`config.mk`:
```
export PLATFORM = sky130hd
export DESIGN_NAME = rr_arbiter
export DESIGN_NICKNAME = d
export VERILOG_FILES = /design/src/rtl/rr_arbiter_pkg.sv /design/src/rtl/rr_arbiter_pick.sv /design/src/rtl/rr_arbiter.sv
export SDC_FILE = /design/constraint.sdc
export NUM_CORES = 1
export LEC_CHECK = 0
export CAP_MARGIN = 20
export CORE_MARGIN = 2
export CORE_UTILIZATION = 30
export DETAILED_ROUTE_END_ITERATION = 12
export PLACE_DENSITY = 0.73
export SYNTH_ARGS = -nofsm -noshare
export SYNTH_HDL_FRONTEND = slang
export SYNTH_SLANG_ARGS = --single-unit
```
`constraint.sdc`:
```
create_clock -name clk -period 4 [get_ports clk]
set_input_delay 0.6 -clock clk [delete_from_list [all_inputs] [get_ports clk]]
set_output_delay 0.6 -clock clk [all_outputs]
set_load 0.005 [all_outputs]
```
`src/rtl/rr_arbiter_pkg.sv`:
```
// Shared types and helpers for the rr_arbiter block: arbitration policy,
// output-stage state and the pointer width helper.
package rr_arbiter_pkg;

    typedef enum logic {
        ARB_FIXED = 1'b0,
        ARB_RR    = 1'b1
    } arb_mode_e;

    typedef enum logic {
        OUT_EMPTY = 1'b0,
        OUT_FULL  = 1'b1
    } out_state_e;

    // A pointer must be at least one bit wide even for degenerate channel counts.
    function automatic int ptr_width(input int n);
        return (n > 1) ? $clog2(n) : 1;
    endfunction

endpackage

```
`src/rtl/rr_arbiter_pick.sv`:
```
// Combinational winner selection: fixed lowest-index priority, or round-robin
// starting just after the last winner held in ptr.
module rr_arbiter_pick
    import rr_arbiter_pkg::*;
#(
    parameter int        N    = 3,
    parameter arb_mode_e MODE = ARB_RR,
    localparam int       PW   = ptr_width(N)
) (
    input  logic [N-1:0]  req,
    input  logic [PW-1:0] ptr,
    output logic [N-1:0]  gnt
);

    logic found;

    // Round-robin scans offsets 1..N past ptr so the last winner is checked last.
    always_comb begin
        gnt   = '0;
        found = 1'b0;
        if (MODE == ARB_FIXED) begin
            for (int i = 0; i < N; i++) begin
                if (!found && req[i]) begin
                    gnt[i] = 1'b1;
                    found  = 1'b1;
                end
            end
        end else begin
            for (int k = 1; k <= N; k++) begin
                for (int i = 0; i < N; i++) begin
                    if (!found && req[i] && (((int'(ptr) + k) % N) == i)) begin
                        gnt[i] = 1'b1;
                        found  = 1'b1;
                    end
                end
            end
        end
    end

endmodule

```
`src/rtl/rr_arbiter.sv`:
```
// N-channel arbiter feeding a single-entry output register; a new word is
// accepted whenever the register is empty or being consumed this cycle.
module rr_arbiter
    import rr_arbiter_pkg::*;
#(
    parameter int        WIDTH = 64,
    parameter int        N     = 3,
    parameter arb_mode_e MODE  = ARB_RR
) (
    input  logic               clk,
    input  logic               rst_n,
    input  logic [N*WIDTH-1:0] in_data,
    input  logic [N-1:0]       in_valid,
    output logic [N-1:0]       in_ready,
    output logic [WIDTH-1:0]   result,
    output logic               result_valid,
    output logic [N-1:0]       result_unit,
    input  logic               result_ack
);

    localparam int PW = ptr_width(N);

    out_state_e       state_q, state_d;
    logic [WIDTH-1:0] result_q, result_d;
    logic [N-1:0]     unit_q, unit_d;
    logic [PW-1:0]    ptr_q, ptr_d;

    logic             load;
    logic [N-1:0]     gnt;
    logic [WIDTH-1:0] win_data;
    logic [PW-1:0]    win_idx;

    rr_arbiter_pick #(
        .N    (N),
        .MODE (MODE)
    ) u_pick (
        .req (in_valid),
        .ptr (ptr_q),
        .gnt (gnt)
    );

    always_comb begin
        load = (|in_valid) && ((state_q == OUT_EMPTY) || result_ack);
    end

    // gnt is one-hot, so OR-ing the selected slices gives a plain mux.
    always_comb begin
        win_data = '0;
        win_idx  = '0;
        for (int i = 0; i < N; i++) begin
            if (gnt[i]) begin
                win_data = win_data | in_data[i*WIDTH +: WIDTH];
                win_idx  = PW'(i);
            end
        end
    end

    always_comb begin
        state_d  = state_q;
        result_d = result_q;
        unit_d   = unit_q;
        ptr_d    = ptr_q;
        case (state_q)
            OUT_EMPTY: begin
                if (load) begin
                    state_d  = OUT_FULL;
                    result_d = win_data;
                    unit_d   = gnt;
                    if (MODE == ARB_RR) ptr_d = win_idx;
                end
            end
            OUT_FULL: begin
                if (load) begin
                    result_d = win_data;
                    unit_d   = gnt;
                    if (MODE == ARB_RR) ptr_d = win_idx;
                end else if (result_ack) begin
                    state_d = OUT_EMPTY;
                end
            end
            default: state_d = OUT_EMPTY;
        endcase
    end

    // Reset points ptr at the last channel so channel 0 wins the first round.
    always_ff @(posedge clk or negedge rst_n) begin
        if (!rst_n) begin
            state_q  <= OUT_EMPTY;
            result_q <= '0;
            unit_q   <= '0;
            ptr_q    <= PW'(N - 1);
        end else begin
            state_q  <= state_d;
            result_q <= result_d;
            unit_q   <= unit_d;
            ptr_q    <= ptr_d;
        end
    end

    // Grants are suppressed while reset is held even though the stage looks empty.
    assign in_ready     = (rst_n && load) ? gnt : '0;
    assign result       = result_q;
    assign result_valid = (state_q == OUT_FULL);
    assign result_unit  = unit_q;

endmodule

```
# After elaboration in Yosys (flattened, before gate mapping)
# Cells that the tools add are included.
[totals]
reg_bits = 70
latchBits = 0
ram_bits = 0
romBits = 0
inputBits = 198
out_inout_bits = 71
word_cells = 80
n_memories = 0
[op_classes]
addsub = 3
n_mul = 0
div_mod_pow = 3
magnitude_cmp = 0
n_eq_ne = 6
shifts = 0
muxes = 29
bitwise = 3
reduce_logical = 32
[op_table]
columns = ["cell", "count"]
rows = [
  ["$mux 64", 4],
  ["$or 64x64->64", 2],
  ["$eq 32x2->1 const B", 3],
  ["$eq 32x3->1 const B", 3],
  ["$logic_not 32->1", 3],
  ["$mod 32x3->32 const B", 3],
  ["$mux 1", 20],
  ["$logic_and 1x1->1", 19],
  ["$logic_not 1->1", 8],
  ["$add 2x2->3 const B", 2],
  ["$mux 3", 2],
  ["$mux 2", 2],
  ["$add 2x1->3 const B", 1],
  ["$reduce_or 3->1", 1],
  ["$pmux 1 s2", 1],
  ["$logic_or 1x1->1", 1],
  ["$not 1->1", 1],
]

# Longest topological paths before layout
# Gate-level depths: netlist (run 1).
[logic_depth]
word_depth = 39
depth_mapped = 8
ltp_nobuf = 6

# Cells and area by module
# A second synthesis (run 1) with hierarchy kept.
[hier_totals]
cells_unflattened = 322
hier_area_um2 = 3672.3
[modules_own_cells]
columns = ["mod", "n_inst", "cells_per_inst", "area_each_um2", "seq_area_each_um2"]
rows = [
  ["rr_arbiter", 1, 306, 3558.4, 1752.9],
  ["rr_arbiter_pick", 1, 16, 113.9, 0.0],
]

# Worst setup path before layout (run 1)
# No wires, ideal clock.
[synth_timing]
path_type = "register to output"
from = "reg ptr_q[1]"
to = "out in_ready[0]"
t_arrival_ps = 1708
t_required_ps = 3400
slack_ps = 1692
path_stages_with_launch = 7
path_buffers = 2
cell_sequence = "dfstp_2 > ha_1 > or2_0 > a41o_1 > buf_2 > buf_2 > and3_1"
[synth_between]
elab_chain_len = 30
word_cells_on_any_way = 41
classes_between = "3 x add/sub; 3 x div; 4 x eq/ne; 9 x mux; 22 x reduce/logical"
[synth_lines]
columns = ["item", "line", "rtl"]
rows = [
  ["start: declaration", "rr_arbiter.sv:26", "logic [PW-1:0] ptr_q, ptr_d;"],
  ["start signal: assignment", "rr_arbiter.sv:91", "ptr_q <= PW'(N - 1);"],
  ["start signal: assignment", "rr_arbiter.sv:96", "ptr_q <= ptr_d;"],
  ["$add 2x1->3", "rr_arbiter_pick.sv:31", "if (!found && req[i] && (((int'(ptr) + k) % N) == i)) begin"],
  ["$mod 32x3->32", "rr_arbiter_pick.sv:31", ""],
  ["$logic_not 32->1", "rr_arbiter_pick.sv:31", ""],
  ["$logic_and 1x1->1", "rr_arbiter_pick.sv:31", ""],
  ["$mux 1", "rr_arbiter_pick.sv:31", ""],
  ["$logic_not 1->1", "rr_arbiter_pick.sv:31", ""],
  ["$logic_and 1x1->1 (2 in a row)", "rr_arbiter_pick.sv:31", ""],
  ["$mux 1", "rr_arbiter_pick.sv:31", ""],
  ["[11 not listed]", "n/a", ""],
  ["$mux 1", "rr_arbiter_pick.sv:31", ""],
  ["$logic_not 1->1", "rr_arbiter_pick.sv:31", ""],
  ["$logic_and 1x1->1 (2 in a row)", "rr_arbiter_pick.sv:31", ""],
  ["$mux 1", "rr_arbiter_pick.sv:31", ""],
  ["$logic_not 1->1", "rr_arbiter_pick.sv:31", ""],
  ["$logic_and 1x1->1 (2 in a row)", "rr_arbiter_pick.sv:31", ""],
  ["$mux 1 (*)", "rr_arbiter_pick.sv:31", ""],
  ["$mux 3 (*)", "rr_arbiter.sv:101", "assign in_ready = (rst_n && load) ? gnt : '0;"],
  ["end: declaration", "rr_arbiter.sv:14", "output logic [N-1:0] in_ready,"],
]
# Mark *: on every way between the ends. The rest lies on a longest branch, timed or not.

# Final worst setup path (run 1)
[layout_timing]
from = "in in_valid[0]"
to = "out in_ready[1]"
[layout_between]
elab_chain_len = 31
word_cells_on_any_way = 36
classes_between = "11 x mux; 25 x reduce/logical"
[layout_lines]
columns = ["item", "line", "rtl"]
rows = [
  ["start: declaration", "rr_arbiter.sv:13", "input logic [N-1:0] in_valid,"],
  ["$logic_and 1x1->1", "rr_arbiter_pick.sv:31", ""],
  ["$mux 1", "rr_arbiter_pick.sv:31", ""],
  ["$logic_not 1->1", "rr_arbiter_pick.sv:31", ""],
  ["$logic_and 1x1->1 (2 in a row)", "rr_arbiter_pick.sv:31", ""],
  ["$mux 1", "rr_arbiter_pick.sv:31", ""],
  ["$logic_not 1->1", "rr_arbiter_pick.sv:31", ""],
  ["$logic_and 1x1->1 (2 in a row)", "rr_arbiter_pick.sv:31", ""],
  ["$mux 1", "rr_arbiter_pick.sv:31", ""],
  ["[11 not listed]", "n/a", ""],
  ["$mux 1", "rr_arbiter_pick.sv:31", ""],
  ["$logic_not 1->1", "rr_arbiter_pick.sv:31", ""],
  ["$logic_and 1x1->1 (2 in a row)", "rr_arbiter_pick.sv:31", ""],
  ["$mux 1", "rr_arbiter_pick.sv:31", ""],
  ["$logic_not 1->1", "rr_arbiter_pick.sv:31", ""],
  ["$logic_and 1x1->1 (2 in a row)", "rr_arbiter_pick.sv:31", ""],
  ["$mux 1", "rr_arbiter_pick.sv:31", ""],
  ["$mux 3 (*)", "rr_arbiter.sv:101", ""],
]
# Marked as above.

==> key figures, run 1 <==
Status
  – Outcome: completed

STA
  – Highest clock rate: roughly 320 MHz
  – Setup Skew: ~0.012 ns
  – Setup tns final: 0 ns
  – Final min period: roughly 3.1 ns
  – RSZ-0062 raised after global routing: no
  – Final hold violation count: 0
  – Slew HR: 0.532
  – Pins Over Slew Limit: 0
  – Worst-Margin Slew: ~0.70 ns
  – Fin crit share: 0.786
  – Fin Hold WS: just over 0.2 ns
  – Setup-failing EPs final: 0

Setup path
  – FF-to-FF End: result[49]
  – Critical Path Stages: 5
  – CP endpoint kind: output pin
  – R2r setup slk: roughly 1.5 ns
  – CP cell instances: clkdlybuf4s50_1, nor3_1, nor2_4, and3_1, clkdlybuf4s50_1
  – Critical path buffers and inverters: 2
  – Critical Path Start: in_valid[0]
  – CP Capture Point: in_ready[1]
  – Most common cell on crit path: clkdlybuf4s50_1
  – Arrival time worst endpoint: between 2 and 3 ns
  – CP peak stage delay: around 0.57 ns
  – R2r startpoint: ptr_q[1]
  – Peak fanout along the critical path: 21
  – CP Launch Type: primary input
  – Crit Path Class: in2out
  – Crit-path slowest cell: nor3_1
  – WP data required: around 3.4 ns
  – Crit path max-delay family: simple AND/OR/NAND/NOR gates
  – FF-to-FF path depth: 7

Logic synthesis
  – Distinct cells, synth: 25
  – Yosys warnings: 0
  – Post-Synthesis Cells: between 300 and 400
  – Post-synthesis sequential area ratio: 0.499
  – Synth top area cells: dfrtp_1 49%, a22oi_1 14%, a31oi_1 11%
  – Area leader, netlist: dfrtp_1
  – Mapped Area: ~0.0035 sq mm
  – Async SR Flop Fraction: 1.00
  – FF+latch count, synth: 70
  – Mean area per synthesized cell: approximately 8.9 sq um
  – Post-synth EDFFs: 0
  – Top FF cell, synth: dfrtp_1
  – Post-Syn Nets: between 500 and 600
  – Yosys top cell area share: 0.492

Routing
  – ANT nets after route: 0
  – Initial drt markers: between 200 and 250
  – DR vias: around 4000
  – Wire length per cell: roughly 16 um
  – Drt total wl: ~13000 um
  – First-pass DRT Iterations: 5
  – Remaining DRCs: 0
  – Vias per cell: 5.10

Floorplanning
  – Die Span Y: between 100 and 150 um
  – Total core area: approximately 0.011 sq mm
  – Initial Utilization: 0.307
  – # IOs: between 200 and 300
  – Die area: about 0.013 sq mm
  – Chip Width: about 110 um
  – Std cell rows: 39

Pwr
  – Lkg Pwr: 2.54 nW
  – Final Power: roughly 3.7 mW
  – Pwr per Cell Area: 566 mW/mm^2
  – Peak supply drop: about 430 uV

Clocking
  – Clock-pin transition on the worst setup and hold timing paths: approximately 0.060 ns
  – CTS resizes: 0
  – CTS H-tree lvls: 3
  – TritonCTS clock tree: yes
  – Worst-Skew Late Latency: approximately 0.32 ns
  – Num CTS Buffers: 9
  – CTS Buffer Depth: 2
  – Post-CTS Setup Inserts: 0
  – Root buffer selected by CTS: clkbuf_16
  – CTS Hold Bufs: 0
  – Clock sink total: 70

Placed design
  – GP Congestion: approximately 0.8
  – IO buf count: 268
  – DP HPWL: between 9000 and 10000 um

GRT
  – Initial antenna violation count: 0
  – First-pass GRT wire length: roughly 20000 um
  – Overall Global Routing Usage: 0.201
  – Largest net degree at the start of global routing: 66
  – Number of global-route vias before repair: 3925
  – Gr ovfl total: 0

Worst hold path
  – Hold WC Path Type: in2async

Finish
  – Fraction of layout cells with a size suffix above 1: 0.0463
  – Post-layout net count: between 800 and 900
  – Fill count: slightly above 1000
  – Ant. Diodes: 0
  – Area grow syn2layout: 87.7%

Job
  – MaxCap Viol Count: 0
state kept, by name (all words and copies together), names as in the netlist:
| name | count |
|---|---|
| result_unit | 3 |
| result_valid | 1 |
| ptr_q | 2 |
| result | 64 |
final cells by class:
class | count | area (sq um) | area share
clock buffers | 12 | 267 | 0.0404
clock inverters | 4 | 76.3 | 0.0116
inverters | 3 | 11.3 | 0.00171
multi-input cells | 285 | 1580 | 0.239
flip-flops and latches | 70 | 1750 | 0.266
well taps | 143 | 179 | 0.0272
repair buffers | 274 | 2730 | 0.414
logic make-up after synthesis:
| kind of cell | after synthesis | synth area share |
|---|---|---|
| simple gates | 146 | 0.164 |
| mux | 1 | 0.00321 |
| fa+ha+maj | 2 | 0.00713 |
| flops | 70 | 0.499 |
| buf+inv | 38 | 0.0535 |
| compound gates | 136 | 0.273 |
power breakdown:
group	leakage (nW)	total (mW)	switching, mW	internal, mW
Clock	0.165	0.903	0.304	0.600
Sequential	0.819	1.11	0.143	0.972
Combinational	1.55	1.71	0.776	0.937
Total	2.54	3.73	1.22	2.51
worst min-delay path by stage:
| stage | startpoint | end | slack [ns] | cells past startpoint |
|---|---|---|---|---|
| global placement | result_unit[0] | result_unit[0] | 0.49 | 1 |
| CTS | rst_n | result_valid | 0.23 | 1 |
| floorplan | rst_n | ptr_q[0] | 0.30 | 0 |
| global route | rst_n | result[46] | 0.24 | 1 |
| detailed placement | result_unit[0] | result_unit[0] | 0.51 | 1 |
| finish | rst_n | result_valid | 0.21 | 1 |
cells in the final DEF, fill, tap and decap left out, types with 4 or more instances in the layout:
| cell | netlist | final |
|---|---|---|
| clkdlybuf4s50_1 | 0 | 267 |
| nand2_1 | 70 | 70 |
| dfrtp_1 | 69 | 69 |
| nor2_1 | 65 | 65 |
| a22oi_1 | 64 | 64 |
| a31oi_1 | 64 | 64 |
| clkbuf_16 | 0 | 9 |
| buf_4 | 4 | 7 |
| o21ai_0 | 4 | 4 |
metal layers:
metal  GRT usage  share of wire  routed length [um]
met5           0              0                   0
met4      0.0675          0.018                 236
met3      0.0605          0.095                1230
met2       0.351           0.49                6390
met1       0.236           0.39                5100
cell usage after synthesis (2+ instances only):
| cell type | n |
|---|---|
| nand2_1 | 70 |
| dfrtp_1 | 69 |
| nor2_1 | 65 |
| a22oi_1 | 64 |
| a31oi_1 | 64 |
| buf_2 | 18 |
| clkbuf_1 | 12 |
| buf_4 | 4 |
| o21ai_0 | 4 |
| and3_1 | 3 |
| inv_1 | 3 |
| and2_1 | 2 |
| ha_1 | 2 |
| nand2b_1 | 2 |
per-stage QoR:
stage	setup slack (ns)	instance area [sq um]	util	std cells
after floorplan	1.69	3510	-	393
after global placement	0.944	6250	0.547	775
after detailed placement	0.877	6250	0.547	775
after CTS	0.880	6590	0.577	791
after global routing	0.750	6590	0.577	791
final	0.854	6590	0.577	791
Power figures use the tool's default switching activity.
==> run 2: changes to the inputs <==
- clock period: 4 -> 3 ns (I/O delays scaled with it)
==> run 2 against run 1 <==
Final cell count grew 0.38%. Power grew 36%. Combinational power grew 34%. Hold slack lost 0.028 ns. Non-clock buffer count grew 3. Critical path depth grew 1. Critical path type is now reg2out. Register-to-register slack lost 0.96 ns. Global-route usage is essentially flat. Die area is the same.
==> key figures, run 2 (synthesized netlist as in run 1, its figures left out) <==
STA
  – Setup Skew: 0.00746 ns (-0.00420 ns)
  – Final min period: 2.72 ns
  – Highest clock rate: around 370 MHz
  – RSZ-0062 raised after global routing: no
  – Fin crit share: 0.908
  – Setup-failing EPs final: 0 (unchanged)
  – Pins Over Slew Limit: 0 (unchanged)
  – Final hold violation count: 0 (unchanged)
  – Worst-Margin Slew: 0.725 ns (+0.0238 ns)
  – Setup tns final: 0 ns (unchanged)
  – Slew HR: 0.516 (-0.0159)
  – Fin Hold WS: 0.179 ns (-0.0281 ns)

GRT
  – First-pass GRT wire length: 20500 um (+0.44%)
  – M1 GR Usage: 0.221 (-0.0146)
  – Gr ovfl total: 0 (unchanged)
  – Number of global-route vias before repair: 4086 (+4.1%)
  – Met3 GRT Util: 0.0653 (+0.00486)
  – Met2 Track Usage GR: 0.359 (+0.00763)
  – Largest net degree at the start of global routing: 66 (unchanged)
  – Grt peak-use layer: met2
  – Overall Global Routing Usage: 0.201 (+0.000275)
  – Initial antenna violation count: 0 (unchanged)

Setup path
  – R2r setup slk: 0.56 ns (-0.96 ns)
  – Critical Path Start: ptr_q[1]
  – WP data required: 2.55 ns (-0.85 ns)
  – Arrival time worst endpoint: 2.27 ns (-0.28 ns)
  – CP Launch Type: flip-flop
  – FF-to-FF path depth: 7 (unchanged)
  – Peak fanout along the critical path: 4 (-81%)
  – R2r startpoint: ptr_q[1]
  – CP endpoint kind: output pin
  – FF-to-FF End: result[10]
  – Crit Path Class: reg2out

Clocking
  – Num CTS Buffers: 9 (unchanged)
  – Root buffer selected by CTS: clkbuf_16
  – Post-CTS Setup Inserts: 0 (unchanged)
  – TritonCTS clock tree: yes
  – Clock-pin transition on the worst setup and hold timing paths: 0.06 ns (about the same)
  – Worst-Skew Late Latency: 0.32 ns (about the same)
  – Clock sink total: 70 (unchanged)
  – CTS resizes: 0 (unchanged)
  – CTS Hold Bufs: 0 (unchanged)
  – CTS Buffer Depth: 2 (unchanged)
  – CTS H-tree lvls: 3 (unchanged)

Status
  – Outcome: completed

Finish
  – Most common cell after layout, fill and taps aside: clkdlybuf4s50_1
  – Ant. Diodes: 0 (unchanged)
  – Design Area, Final: 0.00664 sq mm (+0.78%)
  – Area grow syn2layout: 89.1%
  – Most frequent cells in the layout: 267 x clkdlybuf4s50_1, 70 x nand2_1, 69 x dfrtp_1
  – Fraction of layout cells with a size suffix above 1: 0.0507 (+0.00439)
  – Max reg flops: 64 (unchanged)
  – Post-layout net count: 846 (+0.36%)

Routing
  – First-pass DRT Iterations: 5 (unchanged)
  – ANT nets after route: 0 (unchanged)
  – Vias per cell: 5.16 (+1.0%)
  – Wire length per cell: 16.4 um (+0.22%)
  – Drt total wl: 13000 um (+0.60%)
  – Initial drt markers: 257 (+18%)
  – Remaining DRCs: 0 (unchanged)
  – DR vias: 4094 (+1.4%)

Pwr
  – Comb pwr share: 0.451 (-0.008)
  – Clock group share of total power: 0.257 (+0.015)
  – Net Sw Power: 1.61 mW (+31%)
  – Pwr per Cell Area: 764 mW/mm^2 (+35%)
  – Int Power: 3.47 mW (+38%)
  – Peak supply drop: 419 uV (-3.1%)
  – Lkg Pwr: 2.56 nW (+1.1%)
  – Seq pwr share: 0.293 (-0.006)
  – Net Sw Frac: 0.317 (-0.0111)

Placed design
  – Placed Area: 0.00627 sq mm (+0.36%)
  – GP Congestion: 0.823 (+4.1%)
  – IO buf count: 268 (unchanged)
  – DP HPWL: 9750 um (+0.23%)

Job
  – MaxCap Viol Count: 0 (unchanged)

Floorplanning
  – Initial Utilization: 0.307 (unchanged)
  – # IOs: 269 (unchanged)
  – Die area: 0.0126 sq mm (unchanged)
  – Die Span Y: 112 um (unchanged)
  – Chip Width: 112 um (unchanged)
  – Total core area: 0.0114 sq mm (unchanged)
  – Std cell rows: 39 (unchanged)

Worst hold path
  – Hold WC Path Type: in2async
## run 2: cell types whose count changed in the layout (fill, tap and decap cells not counted), sizes merged
cell and delta:
buf +3, bufinv +2, clkbuf -2, clkinv +1
inv -1
## run 2: power by group through the flow
stage	logic [mW]	registers, mW	clock network (mW)
after floorplan	1.06	1.51	0
after global placement	2.25	1.48	0
after detailed placement	2.30	1.50	0
after CTS	2.31	1.49	1.34
after global routing	2.48	1.53	1.39
final	2.29	1.48	1.30
## run 2: how the worst max path moves through the flow
stage / end / cells after the start
after global routing: in_ready[1] / 6
final: in_ready[1] / 6
after floorplan: in_ready[0] / 6
after global placement: in_ready[1] / 5
after detailed placement: result[10] / 6
after CTS: in_ready[1] / 6
## run 2: per-layer routing
layer,vias to the layer above,share of wire
li1,1936,-
met1,1907,0.37
met2,226,0.50
met3,25,0.10
met4,0,0.029
met5,-,0
## run 2: final cells by class
cell class / count / area [sq um]
fill: 1026 / 4780
sequential: 70 / 1750
multi-input combinational: 285 / 1580
clock buffer: 10 / 239
clock inverter: 6 / 133
inverter: 3 / 11.3
tap: 143 / 179
timing repair buffer: 277 / 2750
## run 2: critical path: stages (launching register included)
cell and delay (ns):
dfstp_2 0.53, inv_1 0.05, ha_1 0.21, and2_1 0.18
o32ai_4 0.26, and3_1 0.20, clkdlybuf4s50_1 0.52
## run 2: metrics by stage
stage / instances / worst slack (ns) / utilization / total power, mW
2_1_floorplan: 393 / 0.842 / - / 2.57
3_3_place_gp: 778 / 0.428 / 0.549 / 3.73
3_5_place_dp: 778 / 0.411 / 0.549 / 3.80
4_1_cts: 794 / 0.238 / 0.582 / 5.13
5_1_grt: 794 / 0.189 / 0.582 / 5.40
6_report: 794 / 0.277 / 0.582 / 5.07
==> run 3: changes to the inputs <==
- CORE_UTILIZATION: 30 -> 34
- PLACE_DENSITY: 0.73 -> 0.81
==> run 3 against run 2 <==
Cell area decreased by 2.6%. Non-clock buffer count is 3 lower. Final cell count decreased by 1.3%. Flip-flop and latch count unchanged. Sequential share of layout area increased by 0.69 points. Via count down 1.9%. Highest routed layer unchanged.
==> key figures, run 3 (synthesized netlist as in run 1, its figures left out) <==
STA
  – Setup-failing EPs final: 0 (unchanged)
  – Setup tns final: 0 ns (unchanged)
  – RSZ-0062 raised after global routing: no
  – Final min period: 2.71 ns (-0.0103 ns)
  – Setup Skew: 0.00685 ns (-0.000604 ns)
  – Highest clock rate: 369 MHz (+0.38%)
  – Fin crit share: 0.904 (-0.00344)
  – Fin Hold WS: 0.0298 ns (-0.150 ns)
  – Final hold violation count: 0 (unchanged)
  – Slew HR: 0.503 (-0.0134)
  – Worst-Margin Slew: 0.745 ns (+0.0200 ns)
  – Pins Over Slew Limit: 0 (unchanged)

Setup path
  – FF-to-FF path depth: 7 (unchanged)
  – Peak fanout along the critical path: 3 (-1)
  – R2r setup slk: 0.56 ns (about the same)
  – CP cell instances: ha_1, or2_0, a41o_2, and3_1, clkdlybuf4s50_1
  – Arrival time worst endpoint: 2.26 ns (about the same)
  – Critical Path Stages: 5 (-1)
  – Crit path max-delay family: flip-flops
  – FF-to-FF End: result[34]
  – Crit Path Class: reg2out
  – WP data required: 2.55 ns (about the same)
  – R2r startpoint: ptr_q[1]
  – Crit-path slowest cell: dfstp_2
  – Critical path buffers and inverters: 1 (-1)
  – CP Launch Type: flip-flop
  – Critical Path Start: ptr_q[1]
  – CP endpoint kind: output pin
  – CP peak stage delay: 0.54 ns (about the same)

Clocking
  – CTS Buffer Depth: 2 (unchanged)
  – CTS resizes: 0 (unchanged)
  – TritonCTS clock tree: yes
  – Worst-Skew Late Latency: 0.34 ns (+0.02 ns)
  – Clock-pin transition on the worst setup and hold timing paths: 0.07 ns (about the same)
  – CTS Hold Bufs: 0 (unchanged)
  – Num CTS Buffers: 9 (unchanged)
  – CTS H-tree lvls: 3 (unchanged)
  – Post-CTS Setup Inserts: 0 (unchanged)
  – Root buffer selected by CTS: clkbuf_8
  – Clock sink total: 70 (unchanged)

Finish
  – Most common cell after layout, fill and taps aside: clkdlybuf4s50_1
  – Reg area: 0.00175 sq mm (unchanged)
  – Area grow syn2layout: 84.3%
  – Max reg flops: 64 (unchanged)
  – Post-layout net count: 843 (-0.35%)
  – Fill count: 855 (-17%)
  – Most frequent cells in the layout: 267 x clkdlybuf4s50_1, 70 x nand2_1, 69 x dfrtp_1
  – Ant. Diodes: 0 (unchanged)
  – Fraction of layout cells with a size suffix above 1: 0.0463 (-0.00439)
  – Area of the multi-input gates: 0.00158 sq mm (unchanged)

Routing
  – Wire length per cell: 16.0 um (-2.3%)
  – First-pass DRT Iterations: 5 (unchanged)
  – Vias per cell: 5.12 (-0.63%)
  – Remaining DRCs: 0 (unchanged)
  – Drt total wl: 12600 um (-3.5%)
  – ANT nets after route: 0 (unchanged)
  – Initial drt markers: 301 (+17%)
  – DR vias: 4017 (-1.9%)

GRT
  – Largest net degree at the start of global routing: 70 (+6.1%)
  – Initial antenna violation count: 0 (unchanged)
  – Number of global-route vias before repair: 4021 (-1.6%)
  – Gr ovfl total: 0 (unchanged)
  – First-pass GRT wire length: 19500 um (-4.6%)
  – Overall Global Routing Usage: 0.222 (+0.0203)

Floorplanning
  – Std cell rows: 37 (-5.1%)
  – Die area: 0.0112 sq mm (-11%)
  – Chip Width: 106 um (-5.9%)
  – Initial Utilization: 0.345 (+0.0372)
  – Die Span Y: 106 um (-5.9%)
  – # IOs: 269 (unchanged)
  – Total core area: 0.0102 sq mm (-11%)

Worst hold path
  – Hold WC Path Type: in2async

Placed design
  – IO buf count: 268 (unchanged)
  – GP Congestion: 0.850 (+3.3%)
  – DP HPWL: 9260 um (-5.0%)

Pwr
  – Pwr per Cell Area: 715 mW/mm^2 (-6.3%)
  – Final Power: 4.63 mW (-8.7%)
  – Lkg Pwr: 2.49 nW (-3.0%)
  – Peak supply drop: 492 uV (+17%)

Status
  – Outcome: completed

Job
  – MaxCap Viol Count: 0 (unchanged)
## run 3: stage by stage
step / std cells / util / setup slack, ns / area (sq um)
after floorplan: 393 / - / 0.842 / 3510
after global placement: 768 / 0.612 / 0.448 / 6240
after detailed placement: 768 / 0.612 / 0.379 / 6240
after CTS: 784 / 0.635 / 0.252 / 6470
after global routing: 784 / 0.635 / 0.142 / 6470
final: 784 / 0.635 / 0.287 / 6470
## run 3: worst max-delay path by stage
stage,to,slack [ns]
6_report,in_ready[0],0.29
3_3_place_gp,in_ready[1],0.45
5_1_grt,in_ready[0],0.14
3_5_place_dp,result[47],0.38
2_1_floorplan,in_ready[0],0.84
4_1_cts,in_ready[1],0.25
## run 3: worst register-to-register path: stages, from the launching register on
cell	delay, ns
dfstp_2	0.54
inv_1	0.05
ha_1	0.21
and2_1	0.17
o32ai_4	0.25
buf_4	0.63
a22oi_1	0.26
a31oi_1	0.23
## run 3: where the power goes
group / internal [mW] / switching [mW] / total [mW] / leakage, nW
registers: 1.29 / 0.188 / 1.48 / 0.819
logic: 1.25 / 1.03 / 2.28 / 1.55
clock network: 0.513 / 0.357 / 0.870 / 0.116
## run 3: layout make-up
cell class / count / area share
clock inverter: 5 / 0.0126
sequential: 70 / 0.271
inverter: 3 / 0.00174
tap: 136 / 0.0263
multi-input combinational: 285 / 0.244
timing repair buffer: 274 / 0.421
clock buffer: 11 / 0.0234
## run 3: per-layer routing
layer,track usage,up-vias,part of all wire
met5,0,-,0
met4,0.112,0,0.034
met3,0.0575,31,0.094
met2,0.383,210,0.50
met1,0.252,1848,0.37
li1,-,1928,-
